--- src/rtl/ecap5_dproc_pkg.sv ---
// Shared ECAP5-DPROC definitions: load-store FSM states and byte-select encodings.
package ecap5_dproc_pkg;

  typedef enum logic [1:0] {
    IDLE,
    REQUEST,
    WAIT_ACK
  } loadstore_state_t;

  localparam logic [3:0] LS_SEL_BYTE = 4'b0001;
  localparam logic [3:0] LS_SEL_HALF = 4'b0011;
  localparam logic [3:0] LS_SEL_WORD = 4'b1111;

endpackage

--- src/rtl/loadstore_if.sv ---
// Wishbone B4 pipelined bus between the load-store stage (master) and memory (slave).
interface loadstore_if;
  logic [31:0] wb_adr_o;
  logic [31:0] wb_dat_o;
  logic [31:0] wb_dat_i;
  logic [3:0]  wb_sel_o;
  logic        wb_we_o;
  logic        wb_stb_o;
  logic        wb_cyc_o;
  logic        wb_ack_i;
  logic        wb_stall_i;

  modport master (
    output wb_adr_o, wb_dat_o, wb_sel_o, wb_we_o, wb_stb_o, wb_cyc_o,
    input  wb_dat_i, wb_ack_i, wb_stall_i
  );

  modport slave (
    input  wb_adr_o, wb_dat_o, wb_sel_o, wb_we_o, wb_stb_o, wb_cyc_o,
    output wb_dat_i, wb_ack_i, wb_stall_i
  );
endinterface

--- src/rtl/loadstore_ls_align.sv ---
// Combinational datapath: store lane shifting and load right-align plus extension.
// With LOADSTORE_MISALIGNED_CHECK_EN it also flags selects that spill past the word.
module ls_align
  import ecap5_dproc_pkg::*;
(
  input  logic [1:0]  i_st_off,
  input  logic [3:0]  i_st_sel,
  input  logic [31:0] i_st_data,
  output logic [3:0]  o_st_sel,
  output logic [31:0] o_st_data,
`ifdef LOADSTORE_MISALIGNED_CHECK_EN
  output logic        o_misaligned,
`endif
  input  logic [1:0]  i_ld_off,
  input  logic [3:0]  i_ld_sel,
  input  logic        i_ld_unsigned,
  input  logic [31:0] i_ld_raw,
  output logic [31:0] o_ld_data
);

  logic [7:0]  w_sel_wide;
  logic [31:0] w_ld_shifted;
  logic        w_fill;

  // Widened so lanes pushed past byte 3 stay visible for the misalignment test.
  assign w_sel_wide = {4'b0000, i_st_sel} << i_st_off;
  assign o_st_sel   = w_sel_wide[3:0];
  assign o_st_data  = i_st_data << {i_st_off, 3'b000};

`ifdef LOADSTORE_MISALIGNED_CHECK_EN
  assign o_misaligned = |w_sel_wide[7:4];
`endif

  assign w_ld_shifted = i_ld_raw >> {i_ld_off, 3'b000};

  always_comb begin
    // NOTE: every always_comb output gets a default first, so no path infers a latch.
    o_ld_data = w_ld_shifted;
    w_fill    = 1'b0;
    case (i_ld_sel)
      LS_SEL_BYTE: begin
        w_fill    = ~i_ld_unsigned & w_ld_shifted[7];
        o_ld_data = {{24{w_fill}}, w_ld_shifted[7:0]};
      end
      LS_SEL_HALF: begin
        w_fill    = ~i_ld_unsigned & w_ld_shifted[15];
        o_ld_data = {{16{w_fill}}, w_ld_shifted[15:0]};
      end
      default: o_ld_data = w_ld_shifted;
    endcase
  end

endmodule

--- src/rtl/loadstore.sv ---
// ECAP5-DPROC memory-access stage: one Wishbone transaction per load/store, registered write-back.
// Optional LOADSTORE_MISALIGNED_CHECK_EN adds ls_misaligned_o and suppresses misaligned bus cycles.
module loadstore
  import ecap5_dproc_pkg::*;
(
  input  logic        clk_i,
  input  logic        rst_i,
  output logic        input_ready_o,
  input  logic        input_valid_i,
  input  logic [31:0] result_i,
  input  logic        ls_enable_i,
  input  logic        ls_write_i,
  input  logic [31:0] ls_write_data_i,
  input  logic [3:0]  ls_sel_i,
  input  logic        ls_unsigned_load_i,
  input  logic        reg_write_i,
  input  logic [4:0]  reg_addr_i,
  loadstore_if.master wb,
  output logic        output_valid_o,
  output logic        reg_write_o,
  output logic [4:0]  reg_addr_o,
  output logic [31:0] reg_data_o
`ifdef LOADSTORE_MISALIGNED_CHECK_EN
  ,
  output logic        ls_misaligned_o
`endif
);

  loadstore_state_t r_state;

  logic [31:0] r_wb_adr, r_wb_dat;
  logic [3:0]  r_wb_sel;
  logic        r_wb_we, r_wb_stb, r_wb_cyc;

  // Pending write-back info for the access in flight.
  logic [1:0]  r_off;
  logic [3:0]  r_sel;
  logic        r_unsigned;
  logic        r_pend_write;
  logic [4:0]  r_pend_addr;

  logic        r_valid, r_reg_write;
  logic [4:0]  r_reg_addr;
  logic [31:0] r_reg_data;

  logic        w_accept, w_done;
  logic [3:0]  w_st_sel;
  logic [31:0] w_st_data, w_ld_data;

`ifdef LOADSTORE_MISALIGNED_CHECK_EN
  logic        w_misaligned;
  logic        r_misaligned;
  assign ls_misaligned_o = r_misaligned;
`endif

  ls_align u_align (
    .i_st_off      (result_i[1:0]),
    .i_st_sel      (ls_sel_i),
    .i_st_data     (ls_write_data_i),
    .o_st_sel      (w_st_sel),
    .o_st_data     (w_st_data),
`ifdef LOADSTORE_MISALIGNED_CHECK_EN
    .o_misaligned  (w_misaligned),
`endif
    .i_ld_off      (r_off),
    .i_ld_sel      (r_sel),
    .i_ld_unsigned (r_unsigned),
    .i_ld_raw      (wb.wb_dat_i),
    .o_ld_data     (w_ld_data)
  );

  assign input_ready_o = (r_state == IDLE);
  assign w_accept      = input_valid_i && input_ready_o;
  // Ack with the first unstalled strobe completes without visiting WAIT_ACK.
  assign w_done = wb.wb_ack_i &&
                  ((r_state == WAIT_ACK) || (r_state == REQUEST && !wb.wb_stall_i));

  always_ff @(posedge clk_i or negedge rst_i) begin
    if (!rst_i) begin
      r_state      <= IDLE;
      r_wb_adr     <= '0;
      r_wb_dat     <= '0;
      r_wb_sel     <= '0;
      r_wb_we      <= 1'b0;
      r_wb_stb     <= 1'b0;
      r_wb_cyc     <= 1'b0;
      r_off        <= '0;
      r_sel        <= '0;
      r_unsigned   <= 1'b0;
      r_pend_write <= 1'b0;
      r_pend_addr  <= '0;
      r_valid      <= 1'b0;
      r_reg_write  <= 1'b0;
      r_reg_addr   <= '0;
      r_reg_data   <= '0;
`ifdef LOADSTORE_MISALIGNED_CHECK_EN
      r_misaligned <= 1'b0;
`endif
    end else begin
      // NOTE: non-blocking assignments so every register samples pre-edge values.
      r_valid <= 1'b0;
`ifdef LOADSTORE_MISALIGNED_CHECK_EN
      r_misaligned <= 1'b0;
`endif
      case (r_state)
        IDLE: begin
          if (w_accept) begin
            if (!ls_enable_i) begin
              r_reg_write <= reg_write_i;
              r_reg_addr  <= reg_addr_i;
              r_reg_data  <= result_i;
              r_valid     <= 1'b1;
            end
`ifdef LOADSTORE_MISALIGNED_CHECK_EN
            else if (w_misaligned) begin
              r_reg_write  <= 1'b0;
              r_reg_addr   <= reg_addr_i;
              r_reg_data   <= result_i;
              r_valid      <= 1'b1;
              r_misaligned <= 1'b1;
            end
`endif
            else begin
              r_wb_adr     <= {result_i[31:2], 2'b00};
              r_wb_dat     <= w_st_data;
              r_wb_sel     <= w_st_sel;
              r_wb_we      <= ls_write_i;
              r_wb_stb     <= 1'b1;
              r_wb_cyc     <= 1'b1;
              r_off        <= result_i[1:0];
              r_sel        <= ls_sel_i;
              r_unsigned   <= ls_unsigned_load_i;
              r_pend_write <= reg_write_i & ~ls_write_i;
              r_pend_addr  <= reg_addr_i;
              r_state      <= REQUEST;
            end
          end
        end
        REQUEST: begin
          if (!wb.wb_stall_i) begin
            r_wb_stb <= 1'b0;
            r_state  <= WAIT_ACK;
          end
        end
        WAIT_ACK: ;
        default: r_state <= IDLE;
      endcase

      if (w_done) begin
        r_wb_adr    <= '0;
        r_wb_dat    <= '0;
        r_wb_sel    <= '0;
        r_wb_we     <= 1'b0;
        r_wb_stb    <= 1'b0;
        r_wb_cyc    <= 1'b0;
        r_state     <= IDLE;
        r_valid     <= 1'b1;
        r_reg_write <= r_pend_write;
        r_reg_addr  <= r_pend_addr;
        if (!r_wb_we) r_reg_data <= w_ld_data;
      end
    end
  end

  assign wb.wb_adr_o = r_wb_adr;
  assign wb.wb_dat_o = r_wb_dat;
  assign wb.wb_sel_o = r_wb_sel;
  assign wb.wb_we_o  = r_wb_we;
  assign wb.wb_stb_o = r_wb_stb;
  assign wb.wb_cyc_o = r_wb_cyc;

  assign output_valid_o = r_valid;
  assign reg_write_o    = r_reg_write;
  assign reg_addr_o     = r_reg_addr;
  assign reg_data_o     = r_reg_data;

endmodule

--- src/flat_wrapper.sv ---
// flat-port wrapper written by rule: the top's interface ports become plain ports
module loadstore_flat import ecap5_dproc_pkg::*;
  (clk_i, rst_i, input_ready_o, input_valid_i, result_i, ls_enable_i, ls_write_i, ls_write_data_i, ls_sel_i, ls_unsigned_load_i, reg_write_i, reg_addr_i, output_valid_o, reg_write_o, reg_addr_o, reg_data_o, wb_wb_adr_o, wb_wb_dat_o, wb_wb_sel_o, wb_wb_we_o, wb_wb_stb_o, wb_wb_cyc_o, wb_wb_dat_i, wb_wb_ack_i, wb_wb_stall_i);
  loadstore_if wb_i ();
  input  logic clk_i;
  input  logic rst_i;
  output logic input_ready_o;
  input  logic input_valid_i;
  input  logic [31:0] result_i;
  input  logic ls_enable_i;
  input  logic ls_write_i;
  input  logic [31:0] ls_write_data_i;
  input  logic [3:0] ls_sel_i;
  input  logic ls_unsigned_load_i;
  input  logic reg_write_i;
  input  logic [4:0] reg_addr_i;
  output logic output_valid_o;
  output logic reg_write_o;
  output logic [4:0] reg_addr_o;
  output logic [31:0] reg_data_o;
  output wire logic [$bits(wb_i.wb_adr_o)-1:0] wb_wb_adr_o;
  output wire logic [$bits(wb_i.wb_dat_o)-1:0] wb_wb_dat_o;
  output wire logic [$bits(wb_i.wb_sel_o)-1:0] wb_wb_sel_o;
  output wire logic [$bits(wb_i.wb_we_o)-1:0] wb_wb_we_o;
  output wire logic [$bits(wb_i.wb_stb_o)-1:0] wb_wb_stb_o;
  output wire logic [$bits(wb_i.wb_cyc_o)-1:0] wb_wb_cyc_o;
  input wire logic [$bits(wb_i.wb_dat_i)-1:0] wb_wb_dat_i;
  input wire logic [$bits(wb_i.wb_ack_i)-1:0] wb_wb_ack_i;
  input wire logic [$bits(wb_i.wb_stall_i)-1:0] wb_wb_stall_i;
  assign wb_wb_adr_o = wb_i.wb_adr_o;
  assign wb_wb_dat_o = wb_i.wb_dat_o;
  assign wb_wb_sel_o = wb_i.wb_sel_o;
  assign wb_wb_we_o = wb_i.wb_we_o;
  assign wb_wb_stb_o = wb_i.wb_stb_o;
  assign wb_wb_cyc_o = wb_i.wb_cyc_o;
  assign wb_i.wb_dat_i = wb_wb_dat_i;
  assign wb_i.wb_ack_i = wb_wb_ack_i;
  assign wb_i.wb_stall_i = wb_wb_stall_i;
  loadstore u_core (.clk_i(clk_i), .rst_i(rst_i), .input_ready_o(input_ready_o), .input_valid_i(input_valid_i), .result_i(result_i), .ls_enable_i(ls_enable_i), .ls_write_i(ls_write_i), .ls_write_data_i(ls_write_data_i), .ls_sel_i(ls_sel_i), .ls_unsigned_load_i(ls_unsigned_load_i), .reg_write_i(reg_write_i), .reg_addr_i(reg_addr_i), .wb(wb_i), .output_valid_o(output_valid_o), .reg_write_o(reg_write_o), .reg_addr_o(reg_addr_o), .reg_data_o(reg_data_o));
endmodule
--- config.mk ---
export PLATFORM = sky130hd
export DESIGN_NAME = loadstore_flat
export DESIGN_NICKNAME = d
export VERILOG_FILES = /design/src/rtl/ecap5_dproc_pkg.sv /design/src/rtl/loadstore_if.sv /design/src/rtl/loadstore_ls_align.sv /design/src/rtl/loadstore.sv /design/src/flat_wrapper.sv
export SDC_FILE = /design/constraint.sdc
export NUM_CORES = 1
export LEC_CHECK = 0
export ABC_CLOCK_PERIOD_IN_PS = 4650
export BUFFER_PORTS_ARGS = -buffer_cell sky130_fd_sc_hd__clkbuf_2
export CAP_MARGIN = 20
export CORE_MARGIN = 1
export CORE_UTILIZATION = 55
export CTS_BUF_LIST = sky130_fd_sc_hd__clkbuf_8
export DETAILED_ROUTE_END_ITERATION = 12
export GPL_ROUTABILITY_DRIVEN = 0
export PLACE_DENSITY = 0.95
export SLEW_MARGIN = 20
export SYNTH_ARGS = -nofsm -noshare
export SYNTH_HDL_FRONTEND = slang
export SYNTH_SLANG_ARGS = --single-unit
export TNS_END_PERCENT = 20
--- constraint.sdc ---
create_clock -name clk_i -period 4.65 [get_ports clk_i]
set_input_delay 0.2325 -clock clk_i [delete_from_list [all_inputs] [get_ports clk_i]]
set_output_delay 0.2325 -clock clk_i [all_outputs]
set_load 0.01 [all_outputs]
==> reports/metrics.cfg <==
[logic_synthesis]
synth_common_cells = 202 x nand2_1, 123 x dfrtp_1, 51 x o21ai_0
synth_top_cell_by_area = dfrtp_1
synth_top_family_by_area = compound AO/OA/AOI/OAI gates
synth-seq-cells = 123
synth-main-ff-cell = dfrtp_1
synth_compound_area_frac = 0.1835
synth_area_leaders = dfrtp_1 51%, nand2_1 12%, mux2i_1 4.6%
synth_adder_area_share = 0
yosys.area_share.xor_xnor = 0
yosys_warnings = 0
synthMuxAreaShare = 0.09072
yosys.area_share.simple = 0.1761
avgSynthCellArea_um2 = 9.336
synth_edf_count = 0
syn_area_um2 = 6068
async_flop_share = 1.000
syn_inst = 650
ys_types = 41
synth_most_common_cell = nand2_1
synth_top_cell_area_share = 0.5072
seq_area_frac_synth = 0.5072

[grt]
grt_pass1_vias = 5619
grt_pass1_wl_mm = 28.02
grt_usage = 0.3222
grt_overflow = 0
grt_max_degree = 85
antenna_found_initial = 0

[timing]
fmax_ghz = 0.4121
tns_ps = 0
min_period_ps = 2427
report.final.slew_viol_count = 0
max-slew-margin-rel = 0.3171
hold_ws_ps = 11.32
rsz0062_at_grt = no
setup_violations = 0
finalClockSkew_ps = 14.35
finalCritPeriodShare = 0.5219
hold_violations = 0
tightestPinTransition_ps = 1017
finalWorstSetupSlack_ps = 2223

[floorplan]
die_w_um = 107.0
io_pins = 225
rows = 37
dieArea_um2 = 11460
core_area_um2 = 10510
initial_core_util = 0.5774
die_h_um = 107.0

[route]
wl_mm = 18.16
drc_errors = 0
firstDrtPassIters = 7
ant_nets = 0
routed_via_density = 5.854
drtIter0Drc = 469
wl_per_cell_um = 18.23
vias = 5831

[power]
clockPowerShare = 0.263
power_w = 0.003742
p_seq_frac = 0.427
ir_drop_v = 0.0002486
swShare = 0.3484
p_int_w = 0.002438
powerDensity_nw_per_um2 = 488.0
power.share.combinational = 0.311
switchingPower_w = 0.001304
p_leak_nw = 3.879

[clock_tree]
cts_made_buffers = 17
cts_tree = yes
root_buffer = clkbuf_8
clock_latency_ps = 440
cts_sinks = 123
clk_pin_slew_worst_paths_ps = 60
postCtsSetupRepairBufs = 0
clockBufferDepth = 2
htreeDepth = 4

[setup_path]
cp-end-kind = flop
worst-r2r-cell-count = 4
worstSetupStartpointType = flop
worstPathArrival_ps = 2690
crit_type = reg -> reg
cp_max_fo = 28
cp_data_required_time_ps = 4910

[place]
dp_slack_ps = 2016
io_buffers = 222
dp_cells = 962
hpwlAfterDp_mm = 12.63

[run_status]
status = finished, final reports clean

[layout]
final_nets = 962
n_antenna_cell = 0
stdcell_count = 996
syn_to_final_growth_pct = 26.35
drive_gt1_frac = 0.3430

[min_path]
holdPathStages = 3
hold_class = in -> reg

[flow_run]
drv_cap = 0

==> registers in the layout (all words and copies together) (netlist names) <==
signal and cells:
u_core.output_valid_o 1, u_core.r_off 2, u_core.r_pend_addr 5, u_core.r_pend_write 1, u_core.r_sel 4, u_core.r_state 2
u_core.r_unsigned 1, u_core.reg_addr_o 5, u_core.reg_data_o 32, u_core.reg_write_o 1, u_core.wb.wb_adr_o 30, u_core.wb.wb_cyc_o 1
u_core.wb.wb_dat_o 32, u_core.wb.wb_sel_o 4, u_core.wb.wb_stb_o 1, u_core.wb.wb_we_o 1
==> placed cells by master, fill, tap and decap left out, types with 2 or more instances in the layout <==
cell type / n
a211oi_1: 7
nor2_1: 24
bufinv_16: 2
a22o_1: 15
o22ai_1: 18
clkinv_2: 3
o21ai_0: 51
o2bb2ai_1: 9
nand3b_1: 3
nor2b_1: 2
nand2b_1: 10
mux2i_1: 28
a31oi_1: 8
clkbuf_8: 24
a32oi_1: 24
conb_1: 2
or2_1: 2
nand2_1: 202
a21o_1: 6
clkbuf_2: 221
a21oi_1: 17
mux2_2: 24
dfrtp_1: 123
inv_1: 6
nor3b_2: 2
buf_4: 5
==> worst paths after layout <==
path | from | end | slack, ps
worst max-delay path | u_core.r_off[1] | u_core.reg_data_o[20] | 2220
worst min-delay path | reg_addr_i[3] | u_core.r_pend_addr[3] | 10
worst max register to register | u_core.r_off[1] | u_core.reg_data_o[20] | 2220
worst min register to register | u_core.reg_addr_o[4] | u_core.reg_addr_o[4] | 480
max in group asynchronous | rst_i | u_core.wb.wb_sel_o[1] | 3240
min in group asynchronous | rst_i | u_core.wb.wb_adr_o[23] | 390
==> layer usage <==
metal | GRT usage | part of all wire
met4 | 0.1350 | 0.038
met3 | 0.09726 | 0.088
met5 | 0 | 0
met1 | 0.3906 | 0.39
met2 | 0.5341 | 0.48
==> repair_timing <==
item / 4_1_cts / 5_1_grt
endpoints found under the setup margin: 0 / 0
gates resized for setup: 0 / 0
hold buffers: 0 / 1
hold endpoints to repair: 0 / 83
==> power by group through the flow <==
stage               combinational [W]  sequential (W)  clock (W)
floorplan                    0.000566         0.00166          0
global placement              0.00110         0.00160          0
detailed placement            0.00115         0.00161          0
CTS                           0.00115         0.00159   0.000989
global route                  0.00128         0.00163    0.00103
finish                        0.00116         0.00160   0.000983
==> kinds of logic after synthesis <==
group / after synthesis
and+or+nand+nor: 254
DFF: 123
AOI/OAI and AO/OA: 163
muxes: 52
buffers and inverters: 57
other: 1
==> area by class of cell <==
class	instances	area [µm²]
clock buffers	24	330.3
clock inverters	7	86.33
fillers	769	2841
inverters	5	18.77
multi-input cells	471	2776
flip-flops and latches	123	3078
well taps	136	170.2
repair buffers	230	1207
==> worst max-delay path: stages (launching register included) <==
cell and delay [ps]:
dfrtp_1 1010, mux2i_1 380, o211ai_1 180, a41oi_4 540, a32oi_1 130
==> metrics by stage <==
stage	util	instance area, µm²
after global placement	0.6846	7194
after CTS	0.7243	7611
after detailed placement	0.6846	7194
after global routing	0.7296	7667
after floorplan	-	6072
final	0.7296	7667
(Power assumes the default switching activity.)
